File: config.mk
export PLATFORM = sky130hd
export DESIGN_NAME = instr_fetch_unit
export DESIGN_NICKNAME = d
export VERILOG_FILES = /design/src/rtl/isa_types.sv /design/src/rtl/fetch_fifo.sv /design/src/rtl/instr_fetch_unit.sv
export SDC_FILE = /design/constraint.sdc
export NUM_CORES = 1
export LEC_CHECK = 0
export CORE_UTILIZATION = 30
export DETAILED_ROUTE_END_ITERATION = 6
export GPL_TIMING_DRIVEN = 0
export PLACE_DENSITY = 0.49
export RECOVER_POWER = 25
export SLEW_MARGIN = 20
export SYNTH_ARGS = -nofsm -noshare
export SYNTH_HDL_FRONTEND = slang
export SYNTH_SLANG_ARGS = --single-unit
File: constraint.sdc
create_clock -name clk -period 4.95 [get_ports clk]
set_input_delay 0.495 -clock clk [delete_from_list [all_inputs] [get_ports clk]]
set_output_delay 0.495 -clock clk [all_outputs]
set_load 0.005 [all_outputs]
File: src/rtl/isa_types.sv
// Shared ISA types for the fetch/decode path: datapath widths, fetch FSM
// encoding, instruction-buffer entry layout and the opcode extraction helper.
package isa_types;

    localparam int XLEN = 32;
    localparam int ILEN = 32;
    parameter int INSTR_ALIGN_BITS = 2;

    typedef enum logic [1:0] {
        FETCH_REQ  = 2'd0,
        FETCH_WAIT = 2'd1,
        FETCH_DROP = 2'd2
    } fetch_state_t;

    typedef struct packed {
        logic [ILEN-1:0] instr;
        logic [XLEN-1:0] pc;
        logic            misaligned;
    } fetch_entry_t;

    function automatic logic [6:0] opcode_of(input logic [ILEN-1:0] word);
        return word[6:0];
    endfunction

endpackage

File: src/rtl/fetch_fifo.sv
// Show-ahead instruction buffer of fetch_entry_t with synchronous flush.
// The head is read straight from registered storage and zeroed when empty.
module fetch_fifo
    import isa_types::*;
#(
    parameter int DEPTH = 2,
    localparam int PTR_W = $clog2(DEPTH),
    localparam int CNT_W = PTR_W + 1
) (
    input  logic               clk,
    input  logic               rst_n,
    input  logic               flush,
    input  logic               push,
    input  fetch_entry_t       push_data,
    input  logic               pop,
    output logic               head_valid,
    output fetch_entry_t       head_data,
    output logic [CNT_W-1:0]   count
);

    fetch_entry_t     mem [DEPTH];
    logic [PTR_W-1:0] wr_ptr;
    logic [PTR_W-1:0] rd_ptr;
    logic             do_pop;

    assign head_valid = (count != '0);
    assign head_data  = head_valid ? mem[rd_ptr] : '0;
    assign do_pop     = pop && head_valid;

    // Push while full is legal only alongside a pop; the upstream slot reservation guarantees it.
    always_ff @(posedge clk or negedge rst_n) begin
        if (!rst_n) begin
            wr_ptr <= '0;
            rd_ptr <= '0;
            count  <= '0;
            for (int i = 0; i < DEPTH; i++) begin
                mem[i] <= '0;
            end
        end else if (flush) begin
            wr_ptr <= '0;
            rd_ptr <= '0;
            count  <= '0;
        end else begin
            if (push) begin
                mem[wr_ptr] <= push_data;
                wr_ptr      <= wr_ptr + PTR_W'(1);
            end
            if (do_pop) begin
                rd_ptr <= rd_ptr + PTR_W'(1);
            end
            count <= count + CNT_W'(push) - CNT_W'(do_pop);
        end
    end

endmodule

File: src/rtl/instr_fetch_unit.sv
// Instruction fetch stage: sequential fetch with one outstanding request,
// show-ahead buffer, redirect flush/squash. Optional macro FETCH_MISALIGN_CHECK_EN.
//
// state      | meaning
// FETCH_REQ  | may issue a request when a buffer slot is free
// FETCH_WAIT | request accepted, response will be pushed
// FETCH_DROP | request accepted before a redirect, response will be discarded
module instr_fetch_unit
    import isa_types::*;
#(
    parameter int               XLEN       = isa_types::XLEN,
    parameter logic [XLEN-1:0]  RESET_PC   = '0,
    parameter int               FIFO_DEPTH = 2
) (
    input  logic             clk,
    input  logic             rst_n,
    output logic             mem_req_valid,
    output logic [XLEN-1:0]  mem_req_addr,
    input  logic             mem_req_ready,
    input  logic             mem_rsp_valid,
    input  logic [ILEN-1:0]  mem_rsp_data,
    input  logic             redirect_valid,
    input  logic [XLEN-1:0]  redirect_pc,
    output logic             instr_valid,
    output logic [ILEN-1:0]  instr_bits,
    output logic [XLEN-1:0]  instr_pc,
    input  logic             instr_ready,
    output logic             instr_misaligned
);

    localparam int CNT_W = $clog2(FIFO_DEPTH) + 1;

    fetch_state_t     state_q, state_d;
    logic [XLEN-1:0]  fetch_pc_q, fetch_pc_d;
    logic [XLEN-1:0]  req_pc_q, req_pc_d;
    logic             started_q;
    logic             rsp_push;
    logic             pop;
    logic             mis_push;
    logic [CNT_W-1:0] fifo_count;
    fetch_entry_t     push_entry;
    fetch_entry_t     head_entry;

    // started_q keeps the request channel quiet during the reset cycle.
    always_ff @(posedge clk or negedge rst_n) begin
        if (!rst_n) begin
            state_q    <= FETCH_REQ;
            fetch_pc_q <= RESET_PC;
            req_pc_q   <= RESET_PC;
            started_q  <= 1'b0;
        end else begin
            state_q    <= state_d;
            fetch_pc_q <= fetch_pc_d;
            req_pc_q   <= req_pc_d;
            started_q  <= 1'b1;
        end
    end

    always_comb begin
        state_d       = state_q;
        fetch_pc_d    = fetch_pc_q;
        req_pc_d      = req_pc_q;
        mem_req_valid = 1'b0;
        rsp_push      = 1'b0;

        unique case (state_q)
            FETCH_REQ: begin
                mem_req_valid = started_q && (fifo_count < CNT_W'(FIFO_DEPTH));
                if (mem_req_valid && mem_req_ready) begin
                    req_pc_d   = fetch_pc_q;
                    fetch_pc_d = fetch_pc_q + XLEN'(4);
                    state_d    = FETCH_WAIT;
                end
            end
            FETCH_WAIT: begin
                if (mem_rsp_valid) begin
                    rsp_push = 1'b1;
                    state_d  = FETCH_REQ;
                end
            end
            FETCH_DROP: begin
                if (mem_rsp_valid) begin
                    state_d = FETCH_REQ;
                end
            end
            default: state_d = FETCH_REQ;
        endcase

        // A response landing in the redirect cycle is the outstanding one, so no drop is needed.
        if (redirect_valid) begin
            rsp_push   = 1'b0;
            fetch_pc_d = {redirect_pc[XLEN-1:INSTR_ALIGN_BITS], {INSTR_ALIGN_BITS{1'b0}}};
            if ((state_q == FETCH_REQ && mem_req_valid && mem_req_ready) ||
                (state_q != FETCH_REQ && !mem_rsp_valid)) begin
                state_d = FETCH_DROP;
            end else begin
                state_d = FETCH_REQ;
            end
        end
    end

    assign mem_req_addr = fetch_pc_q;
    assign pop          = instr_valid && instr_ready;

    assign push_entry.instr      = mem_rsp_data;
    assign push_entry.pc         = req_pc_q;
    assign push_entry.misaligned = mis_push;

`ifdef FETCH_MISALIGN_CHECK_EN
    logic misalign_q;

    always_ff @(posedge clk or negedge rst_n) begin
        if (!rst_n) begin
            misalign_q <= 1'b0;
        end else if (redirect_valid) begin
            misalign_q <= |redirect_pc[INSTR_ALIGN_BITS-1:0];
        end else if (rsp_push) begin
            misalign_q <= 1'b0;
        end
    end

    assign mis_push         = misalign_q;
    assign instr_misaligned = head_entry.misaligned;
`else
    logic unused_misalign;

    assign unused_misalign  = ^{redirect_pc[INSTR_ALIGN_BITS-1:0], head_entry.misaligned};
    assign mis_push         = 1'b0;
    assign instr_misaligned = 1'b0;
`endif

    fetch_fifo #(.DEPTH(FIFO_DEPTH)) u_fifo (
        .clk        (clk),
        .rst_n      (rst_n),
        .flush      (redirect_valid),
        .push       (rsp_push),
        .push_data  (push_entry),
        .pop        (pop),
        .head_valid (instr_valid),
        .head_data  (head_entry),
        .count      (fifo_count)
    );

    assign instr_bits = head_entry.instr;
    assign instr_pc   = head_entry.pc;

endmodule

==> results.tsv <==
metric	value	unit
status	finished with violations	
violations	max-capacitance violations, max-slew violations	
cp.required	4.45	ns
drc	0	
post_drt_via_cell_ratio	4.72	
slew_headroom	-16.1	%
clock.fmax	309	MHz
place_congestion	0.805	
synth_area	8870	um2
startpoint_type	register	
setup_violations	0	
drv_slew	27	
grt_pass1_wl	37.5	mm
overflow	0	
postCtsSetupBuffers	0	
drive_above_1_share	17.5	%
antenna_found_initial	0	
ys_async_sr_fraction	100	%
seq_area_frac_synth	53.9	%
die-area	30300	um2
core	28900	um2
leakagePower	5.00	nW
finalNonFillerCells	1374	
cts_buffers	17	
rows	62	
final_common_cell	dfrtp_1	
die_y	174	um
num_vias	6485	
nets	1053	
clk_pin_slew	0.07	ns
grt_pass1_vias	6612	
htreeDepth	4	
route.antenna.remaining_nets	0	
post-synth-top-area-fraction	53.9	%
finalCriticalPeriod	3.24	ns
syn_inst	790	
place_inst	1342	
cap_violations	1	
synth_edf_count	0	
hold_violations	0	
cts_resized	0	
clock-skew-final	0.0111	ns
synth_cell_types	48	
die-width	174	um
powerDensity	474	nW/um2
post-route-period-util	65.4	%
cts_tree	yes	
fillers	2878	
layout_setup_ws	1.71	ns
min_path_type	reg2reg	
ys_top_cells_by_area	dfrtp_1, mux2_2, mux2i_1, nand2_1, nor2_1	
end_kind	output pin	
place_ws	1.93	ns
clockBufferDepth	2	
holdBufCountCts	1	
synth_top_area_cell	dfrtp_1	
ys.flop_type	dfrtp_1	
initial_core_util	30.7	%
cts_root_buf	clkbuf_16	
dr.pass1.iters	5	
synth_area_per_cell	11.2	um2
rsz0062_at_grt	false	
port_buffers	161	
cts.sinks	191	
diodes	0	
final_cell_mix	dfrtp_1, clkdlybuf4s50_1, mux2_2, nand2_1, nor2_1	
worstPathMaxFanout	10	
synth_seq_cells	191	
wl	23.2	mm
syn_to_final_growth	31.6	%
drtIter0Drc	330	
hpwl	16.7	mm
grt_max_degree	87	
wl_per_cell	16.9	um
yosysWarnings	0	
ioPinCount	169	
grt_usage	15.9	%
tightest_slew	1.74	ns
peakVddDrop	0.208	mV
insertion_delay	0.43	ns
arrival	2.74	ns
critPathKind	reg2out	
cells in the mapped netlist (all sizes together) (2+ instances only):
cell      n
xnor2     6
nand2   114
conb      2
nor3      5
o31ai    13
a31oi     9
xor2      6
nor4b     2
and2      2
dfrtp   191
a22oi     3
and3      2
inv      10
and4      2
nand3    17
o21ai    19
nand4    14
buf      11
ha        5
nor2b     6
mux2i    65
nor4      6
or4      11
o211ai    2
mux2    124
a21oi     5
nand3b    2
nor3b     3
nor2     80
clkbuf   42
stage by stage:
stage | hold slack, ns | setup TNS (ns) | area [um2] | total power [mW] | util, %
after floorplan | 0.199 | 0 | 8890 | 3.27 | -
after global placement | 0.487 | -975.15 | 11000 | 4.11 | 37.9
after detailed placement | 0.363 | 0 | 11100 | 4.14 | 38.2
after CTS | 0.479 | 0 | 11700 | 5.64 | 40.4
after global routing | 0.513 | 0 | 11700 | 5.92 | 40.4
final | 0.506 | 0 | 11700 | 5.53 | 40.4
worst paths after layout:
check                                                from                      endpoint  slack, ns  cells after the start
worst max-delay path            u_fifo.rd_ptr$_DFFE_PN0P_                instr_bits[26]       1.71                      5
worst min-delay path            u_fifo.mem[9]$_DFFE_PN0P_     u_fifo.mem[9]$_DFFE_PN0P_       0.51                      1
worst max register to register     state_q[0]$_DFFE_PN0P_  mem_req_addr[14]$_DFFE_PN0P_       2.24                      7
worst min register to register  u_fifo.mem[9]$_DFFE_PN0P_     u_fifo.mem[9]$_DFFE_PN0P_       0.51                      1
max in group asynchronous                           rst_n     u_fifo.mem[6]$_DFFE_PN0P_       2.35                      4
min in group asynchronous                           rst_n  mem_req_addr[26]$_DFFE_PN0P_       1.05                      2
routing by layer:
| layer | wire length [um] | share of wire (%) | vias up | GRT usage (%) |
|---|---|---|---|---|
| li1 | - | - | 3124 | - |
| met1 | 11400 | 49 | 3148 | 22.6 |
| met3 | 1020 | 4.4 | 14 | 2.91 |
| met5 | 0 | 0 | - | 0 |
| met2 | 10500 | 45 | 199 | 25.0 |
| met4 | 179 | 0.77 | 0 | 3.69 |
power by group:
part	internal [mW]	switching (mW)
registers	1.99	0.304
logic	0.921	0.839
clock network	0.860	0.616
total	3.77	1.76
registers in the layout (all words and copies together) (netlist names):
signal	flops
mem_req_addr	30
u_fifo.wr_ptr	1
req_pc_q	30
state_q	2
u_fifo.rd_ptr	1
u_fifo.mem	124
u_fifo.count	2
started_q	1
cells by family (layout without fill, tap and decap cells):
| family | Yosys count | count (layout) | synth area share, % |
|---|---|---|---|
| simple gates | 272 | 272 | 14.1 |
| flops | 191 | 191 | 53.9 |
| mux | 189 | 189 | 23.1 |
| buf+inv | 63 | 259 | 2.99 |
| compound gates | 56 | 56 | 3.99 |
| xor+xnor | 12 | 12 | 1.18 |
| fa+ha+maj | 5 | 5 | 0.705 |
| other cells | 2 | 6 | 0.0846 |
cell type report:
cell class / count / area (um2) / area share, %
Timing Repair Buffer: 165 / 1680 / 14.4
Tap cell: 384 / 480 / 4.11
Multi-Input combinational cell: 540 / 3850 / 33.0
Clock buffer: 18 / 439 / 3.76
Sequential cell: 191 / 4780 / 40.9
Buffer: 53 / 228 / 1.95
Clock inverter: 13 / 185 / 1.59
Inverter: 10 / 37.5 / 0.321
critical path, cell delays in order, from the launching register on:
cell,delay (ns)
dfrtp_1,0.32
clkbuf_1,0.40
clkbuf_1,0.70
mux2i_1,0.20
nor2_1,0.16
clkdlybuf4s50_1,0.54
No activity file was read; power rests on OpenSTA's default activity.
